--- src/rtl/alu_share_arbiter.sv ---
// Round-robin arbiter sharing one combinational ALU between two requesters.
// One transaction in flight; result held in RESP until the served requester takes it.
module alu_share_arbiter #(
  parameter int WIDTH   = 32,
  parameter int ALU_LAT = 1
) (
  input  logic             clk,
  input  logic             rst_n,
  input  logic             req0_valid,
  output logic             req0_ready,
  input  logic [3:0]       req0_op,
  input  logic [WIDTH-1:0] req0_a,
  input  logic [WIDTH-1:0] req0_b,
  input  logic             req1_valid,
  output logic             req1_ready,
  input  logic [3:0]       req1_op,
  input  logic [WIDTH-1:0] req1_a,
  input  logic [WIDTH-1:0] req1_b,
  output logic             rsp0_valid,
  input  logic             rsp0_ready,
  output logic [WIDTH-1:0] rsp0_data,
  output logic             rsp0_err,
  output logic             rsp1_valid,
  input  logic             rsp1_ready,
  output logic [WIDTH-1:0] rsp1_data,
  output logic             rsp1_err,
  output logic [3:0]       alu_ctrl,
  output logic [WIDTH-1:0] alu_a,
  output logic [WIDTH-1:0] alu_b,
  input  logic [WIDTH-1:0] alu_result,
  output logic             busy
);

  typedef enum logic [1:0] {IDLE, EXEC, RESP} state_e;

  localparam logic [3:0] LAST_CNT = 4'(ALU_LAT - 1);

  state_e           state_q, state_d;
  logic [3:0]       cnt_q, cnt_d;
  logic             ptr_q, ptr_d;
  logic             sel_q, sel_d;
  logic [3:0]       op_q, op_d;
  logic [WIDTH-1:0] a_q, a_d;
  logic [WIDTH-1:0] b_q, b_d;
  logic [WIDTH-1:0] data_q, data_d;
  logic             err_q, err_d;

  logic grant0, grant1;

  // ptr_q holds the id of the last requester served; on contention the other one wins.
  assign grant0 = req0_valid & (~req1_valid | ptr_q);
  assign grant1 = req1_valid & (~req0_valid | ~ptr_q);

  always_ff @(posedge clk or negedge rst_n) begin
    if (!rst_n) begin
      state_q <= IDLE;
      cnt_q   <= '0;
      ptr_q   <= 1'b1;
      sel_q   <= 1'b0;
      op_q    <= '0;
      a_q     <= '0;
      b_q     <= '0;
      data_q  <= '0;
      err_q   <= 1'b0;
    end else begin
      state_q <= state_d;
      cnt_q   <= cnt_d;
      ptr_q   <= ptr_d;
      sel_q   <= sel_d;
      op_q    <= op_d;
      a_q     <= a_d;
      b_q     <= b_d;
      data_q  <= data_d;
      err_q   <= err_d;
    end
  end

  always_comb begin
    state_d    = state_q;
    cnt_d      = cnt_q;
    ptr_d      = ptr_q;
    sel_d      = sel_q;
    op_d       = op_q;
    a_d        = a_q;
    b_d        = b_q;
    data_d     = data_q;
    err_d      = err_q;
    req0_ready = 1'b0;
    req1_ready = 1'b0;
    rsp0_valid = 1'b0;
    rsp1_valid = 1'b0;
    alu_ctrl   = 4'b0000;
    alu_a      = '0;
    alu_b      = '0;

    case (state_q)
      IDLE: begin
        // Gated by rst_n so ready drops the instant reset asserts.
        req0_ready = grant0 & rst_n;
        req1_ready = grant1 & rst_n;
        if (grant0 | grant1) begin
          sel_d = grant1;
          ptr_d = grant1;
          op_d  = grant1 ? req1_op : req0_op;
          a_d   = grant1 ? req1_a  : req0_a;
          b_d   = grant1 ? req1_b  : req0_b;
          cnt_d = '0;
          if (op_d[3]) begin
            data_d  = '0;
            err_d   = 1'b1;
            state_d = RESP;
          end else begin
            state_d = EXEC;
          end
        end
      end
      EXEC: begin
        alu_ctrl = op_q;
        alu_a    = a_q;
        alu_b    = b_q;
        if (cnt_q == LAST_CNT) begin
          data_d  = alu_result;
          err_d   = 1'b0;
          state_d = RESP;
        end else begin
          cnt_d = cnt_q + 4'd1;
        end
      end
      RESP: begin
        rsp0_valid = ~sel_q;
        rsp1_valid = sel_q;
        if (sel_q ? rsp1_ready : rsp0_ready) begin
          state_d = IDLE;
        end
      end
      default: state_d = IDLE;
    endcase
  end

  assign rsp0_data = data_q;
  assign rsp1_data = data_q;
  assign rsp0_err  = err_q;
  assign rsp1_err  = err_q;
  assign busy      = (state_q != IDLE);

endmodule

--- config.mk ---
export PLATFORM = sky130hd
export DESIGN_NAME = alu_share_arbiter
export DESIGN_NICKNAME = d
export VERILOG_FILES = /design/src/rtl/alu_share_arbiter.sv
export SDC_FILE = /design/constraint.sdc
export NUM_CORES = 1
export LEC_CHECK = 0
export CORE_ASPECT_RATIO = 1.25
export CORE_MARGIN = 3
export CORE_UTILIZATION = 35
export CTS_BUF_LIST = sky130_fd_sc_hd__clkbuf_8
export CTS_CLUSTER_DIAMETER = 30
export DETAILED_ROUTE_END_ITERATION = 8
export GPL_ROUTABILITY_DRIVEN = 0
export GPL_TIMING_DRIVEN = 0
export PLACE_DENSITY_LB_ADDON = 0.2
export SLEW_MARGIN = 20
export SYNTH_ARGS = -nofsm -noshare
export SYNTH_HDL_FRONTEND = slang
export SYNTH_SLANG_ARGS = --single-unit
--- constraint.sdc ---
create_clock -name clk -period 1.79 [get_ports clk]
set_input_delay 0.537 -clock clk [delete_from_list [all_inputs] [get_ports clk]]
set_output_delay 0.537 -clock clk [all_outputs]
set_load 0.05 [all_outputs]
# Word-level counts from Yosys, hierarchy flattened
# Index checks and enable logic that the tools add are counted.
# totals
ff_bits	109
input_bits	174
output_inout_bits	139
# op_classes
n_addsub	1
eq_ne	7
n_mux	27
bitwise_logic	11
n_reduce_logical	8
# ops
cell	n
32-bit two-way mux	7
32-bit case mux with 2 select lines	1
4-bit two-way mux	4
2-bit != test, second input constant	5
1-bit two-way mux	8
2-bit two-way mux	4
4-bit case mux with 2 select lines	1
2-bit case mux with 3 select lines	1
3-bit AND reduction	2
4-bit by 1-bit adder with 4-bit output, second input constant	1
1-bit AND	4
4-bit logical NOT	1
1-bit inverter	4
4-bit AND reduction	1
2-bit nonzero test	2
1-bit bitwise OR	3
2-bit by 1-bit == test with 1-bit output, second input constant	1
2-bit == test, second input constant	1
2-bit logical NOT	1
1-bit case mux with 2 select lines	1
2-bit AND reduction	1

# Longest topological paths before layout
# logic_depth
word_depth	7
depth_mapped	6
mapped_depth_nobuf	5

# Worst setup path after synthesis
# OpenSTA, ideal clock, no wires.
# synth_path
path_kind	reg-to-output
start	reg state_q[0]
end	out rsp0_valid
arrival_ns	1.855
t_required_ns	1.253
setup_slack_ns	-0.602
path_stages_with_launch	3
n_path_buf	1
path_cell_list	dfrtp_1 clkbuf_1 nor3b_1
# synth_between
elab_chain_len	2
# synth_lines
item	line_no	text
start: declaration	38	state_e state_q, state_d;
start signal: assignment	66	state_q <= state_d;
2-bit == test	96	case (state_q)
1-bit two-way mux	96	
end: declaration	19	output logic rsp0_valid,
# Every way passes these cells.

# Final worst setup path
# layout_path
start	reg state_q[1]
end	out alu_a[12]
# layout_between
elab_chain_len	2
# layout_lines
item	line_no	text
2-bit by 1-bit == test with 1-bit output	96	
32-bit two-way mux	96	
end: declaration	28	output logic [WIDTH-1:0] alu_a,
# Every way passes these cells.

==> flow_summary.yaml <==
finish:
  regArea_sq_um: 2730
  fill_cells: 1516
  fin_nets: 1146
  layout-drive-gt1-share: 0.508
  diodes: 0
  area_growth_pct: 72.5
  fin_area_sq_um: 11400
  layoutNonFillerInstCount: 1203
  multi_input_area_sq_um: 3530
clock_network:
  cts_buffers: 9
  clk_path_buf_depth: 2
  numClockSinks: 109
  cts_root_buf: "clkbuf_8"
  htreeDepth: 3
  path_clk_slew_ns: 0.12
  cts_tree: "done"
  insertion_delay_ns: 0.39
placement:
  port_buffers: 312
  placed_cells: 1147
  dp.final_hpwl_um: 15700
  post-place-ws_ns: -1.81
  placed_cell_area_sq_um: 10200
floorplanning:
  num_rows: 55
  core_area_sq_um: 18300
  dieArea_sq_um: 20600
  fp.dieH_um: 160
  fp.dieW_um: 129
  io_pins: 313
  start_util: 0.361
detailed_routing:
  drt-wirelength-per-cell_um: 18.1
  wirelength_um: 21700
  route.detailed.drc: 0
  first_pass_iters: 4
  vias: 5911
  drtIter0Drc: 243
  ant_nets: 0
  via_per_inst: 4.91
hold_path:
  holdCritPathClass: "primary input to async pin"
synthesis:
  synth_cell_type_count: 38
  synthFlopType: "dfrtp_1"
  syn_inst: 606
  ys_top_cells_by_area: "dfrtp_1, mux2_2, and2_1, o221ai_1, buf_4"
  ys_async_sr_fraction: 1.00
  netlist_area_sq_um: 6610
  avgSynthCellArea_sq_um: 10.9
  synth.ff_latch_count: 109
  postSynthNetCount: 782
  yosysTopAreaCell: "dfrtp_1"
  yosysSeqAreaShare: 0.413
  yosysTopAreaCellShare: 0.409
  yosys_warnings: 0
  synth_edf_count: 0
critical_path:
  worstSetupPathType: "flop to output port"
  ff2ff_path_depth: 10
  cp.required_ns: 1.25
  path_max_fanout: 8
  end_kind: "output port"
  cp-start-kind: "flop"
  critPathArrivalTime_ns: 1.78
power_and_ir_drop:
  ir_drop_mv: 0.634
  p_leak_nw: 5.05
  power.density_nw_per_um2: 1680
timing:
  rsz0062_at_grt: "true"
  min_period_over_period: 1.29
  min_period_ns: 2.31
  slew-limit-headroom: 0.636
  timing.fmax_ghz: 0.432
  drv_slew: 0
  finalSetupViolations: 153
  worst_pin_slew_ns: 0.547
  fin_ws_ns: -0.524
  fin_skew_ns: 0.0108
  final-hold-violation-count: 0
global_routing:
  grt_max_degree: 60
  overflow: 0
  grt_pass1_wl_um: 32400
  antenna_found_initial: 0
  grt_usage: 0.198
  grt_pass1_vias: 5874
run_status:
  failed_checks: "negative setup slack"
  outcome: "finished with violations"
job:
  cap_violations: 0
==> flip-flops by register name, indices dropped and copies added, names as in the netlist <==
| name | flops |
|---|---|
| state_q | 2 |
| cnt_q | 4 |
| rsp0_err | 1 |
| sel_q | 1 |
| a_q | 32 |
| ptr_q | 1 |
| b_q | 32 |
| rsp0_data | 32 |
| op_q | 4 |
==> cells in the final DEF, fill, tap and decap left out, types with 2 or more instances in the layout <==
master and n:
inv_2 2, o21ai_0 5, nor2_4 2, nor2b_1 14
o221ai_1 34, o211ai_1 32, buf_12 14, nor2_1 3
nand3_1 36, a21oi_1 4, clkbuf_4 2, and2_2 39
and2_4 30, buf_4 57, buf_2 45, buf_8 53
clkinv_4 3, clkdlybuf4s50_1 170, mux2_4 46, clkbuf_1 9
clkbuf_16 7, dfrtp_2 3, buf_6 38, and3_4 2
nand2_1 4, mux2_2 90, nand2b_1 2, clkbuf_8 13
clkdlybuf4s15_2 30, clkbuf_2 6, inv_1 32, dfrtp_1 105
and2b_1 18
==> logic make-up after synthesis <==
group / Yosys count / share of synthesized area
mux: 137 / 0.238
simple gates: 159 / 0.148
fa+ha+maj: 2 / 0.00379
compound gates: 81 / 0.0977
buf+inv: 118 / 0.0996
flops: 109 / 0.413
==> worst paths after layout <==
check	from	to	slack (ns)
max in group asynchronous	rst_n	a_q[3]$_DFFE_PN0P_	1.02
max	state_q[1]$_DFFE_PN0P_	alu_a[12]	-0.52
min reg2reg	b_q[16]$_DFFE_PN0P_	b_q[16]$_DFFE_PN0P_	0.51
min	rst_n	rsp0_data[9]$_DFFE_PN0P_	0.08
min in group clk	req1_valid	ptr_q$_DFFE_PN1P_	0.48
max reg2reg	state_q[1]$_DFFE_PN0P_	b_q[19]$_DFFE_PN0P_	-0.13
==> metrics by stage <==
step	util	power (mW)	hold WS [ns]	TNS [ns]
5_1_grt	0.623	20.1	0.119	-48.88
3_3_place_gp	0.556	15.9	0.480	-634.18
2_1_floorplan	-	12.5	0.241	-0.251
4_1_cts	0.588	17.9	0.0953	-34.67
3_5_place_dp	0.558	16.0	0.483	-145.47
6_report	0.623	19.2	0.0801	-39.73
==> cell type report <==
cell class,count,share of cell area
clock inverter,5,0.00373
inverter,36,0.0121
buffer,81,0.0657
timing repair buffer,354,0.330
sequential,109,0.240
multi-input combinational,379,0.310
tap,228,0.0250
clock buffer,11,0.0133
==> layer usage <==
layer / GRT usage / part of all wire / routed length, um
met1: 0.231 / 0.38 / 8310
met2: 0.352 / 0.53 / 11400
met3: 0.0562 / 0.079 / 1710
met4: 0.0525 / 0.013 / 280
met5: 0 / 0 / 0
==> power breakdown <==
part	switching, mW	total (mW)	internal [mW]	leakage (nW)
clock network	0.936	1.53	0.597	0.0961
logic	6.89	13.1	6.17	3.65
registers	0.855	4.56	3.71	1.30
total	8.68	19.2	10.5	5.05
==> worst max-delay path, stage by stage (launching register included) <==
cell,delay [ns]
dfrtp_2,0.45
and2b_4,0.36
buf_12,0.16
clkbuf_16,0.14
and2_4,0.14
buf_8,0.14
==> cells in the mapped netlist, types with 2 or more instances <==
cell / number
nor3b_1: 2
buf_4: 34
and2_1: 70
buf_6: 9
mux2_4: 9
inv_1: 34
and3_1: 2
nor2b_1: 14
buf_2: 16
and2b_1: 19
nor2_4: 2
nand3_1: 36
ha_1: 2
clkbuf_1: 23
mux2_2: 127
o211ai_1: 32
o221ai_1: 34
dfrtp_1: 108
nand2_1: 4
nand2b_1: 2
nor2_1: 3
a21oi_1: 4
o21ai_0: 5
==> repair_timing <==
item | CTS | global route
pin swaps | 22 | 5
gates cloned | 2 | 7
hold buffers | 0 | 0
resized for setup | 864 | 109
setup buffers | 13 | 19
endpoints found under the setup margin | 245 | 148
No activity file was read; power rests on OpenSTA's default activity.
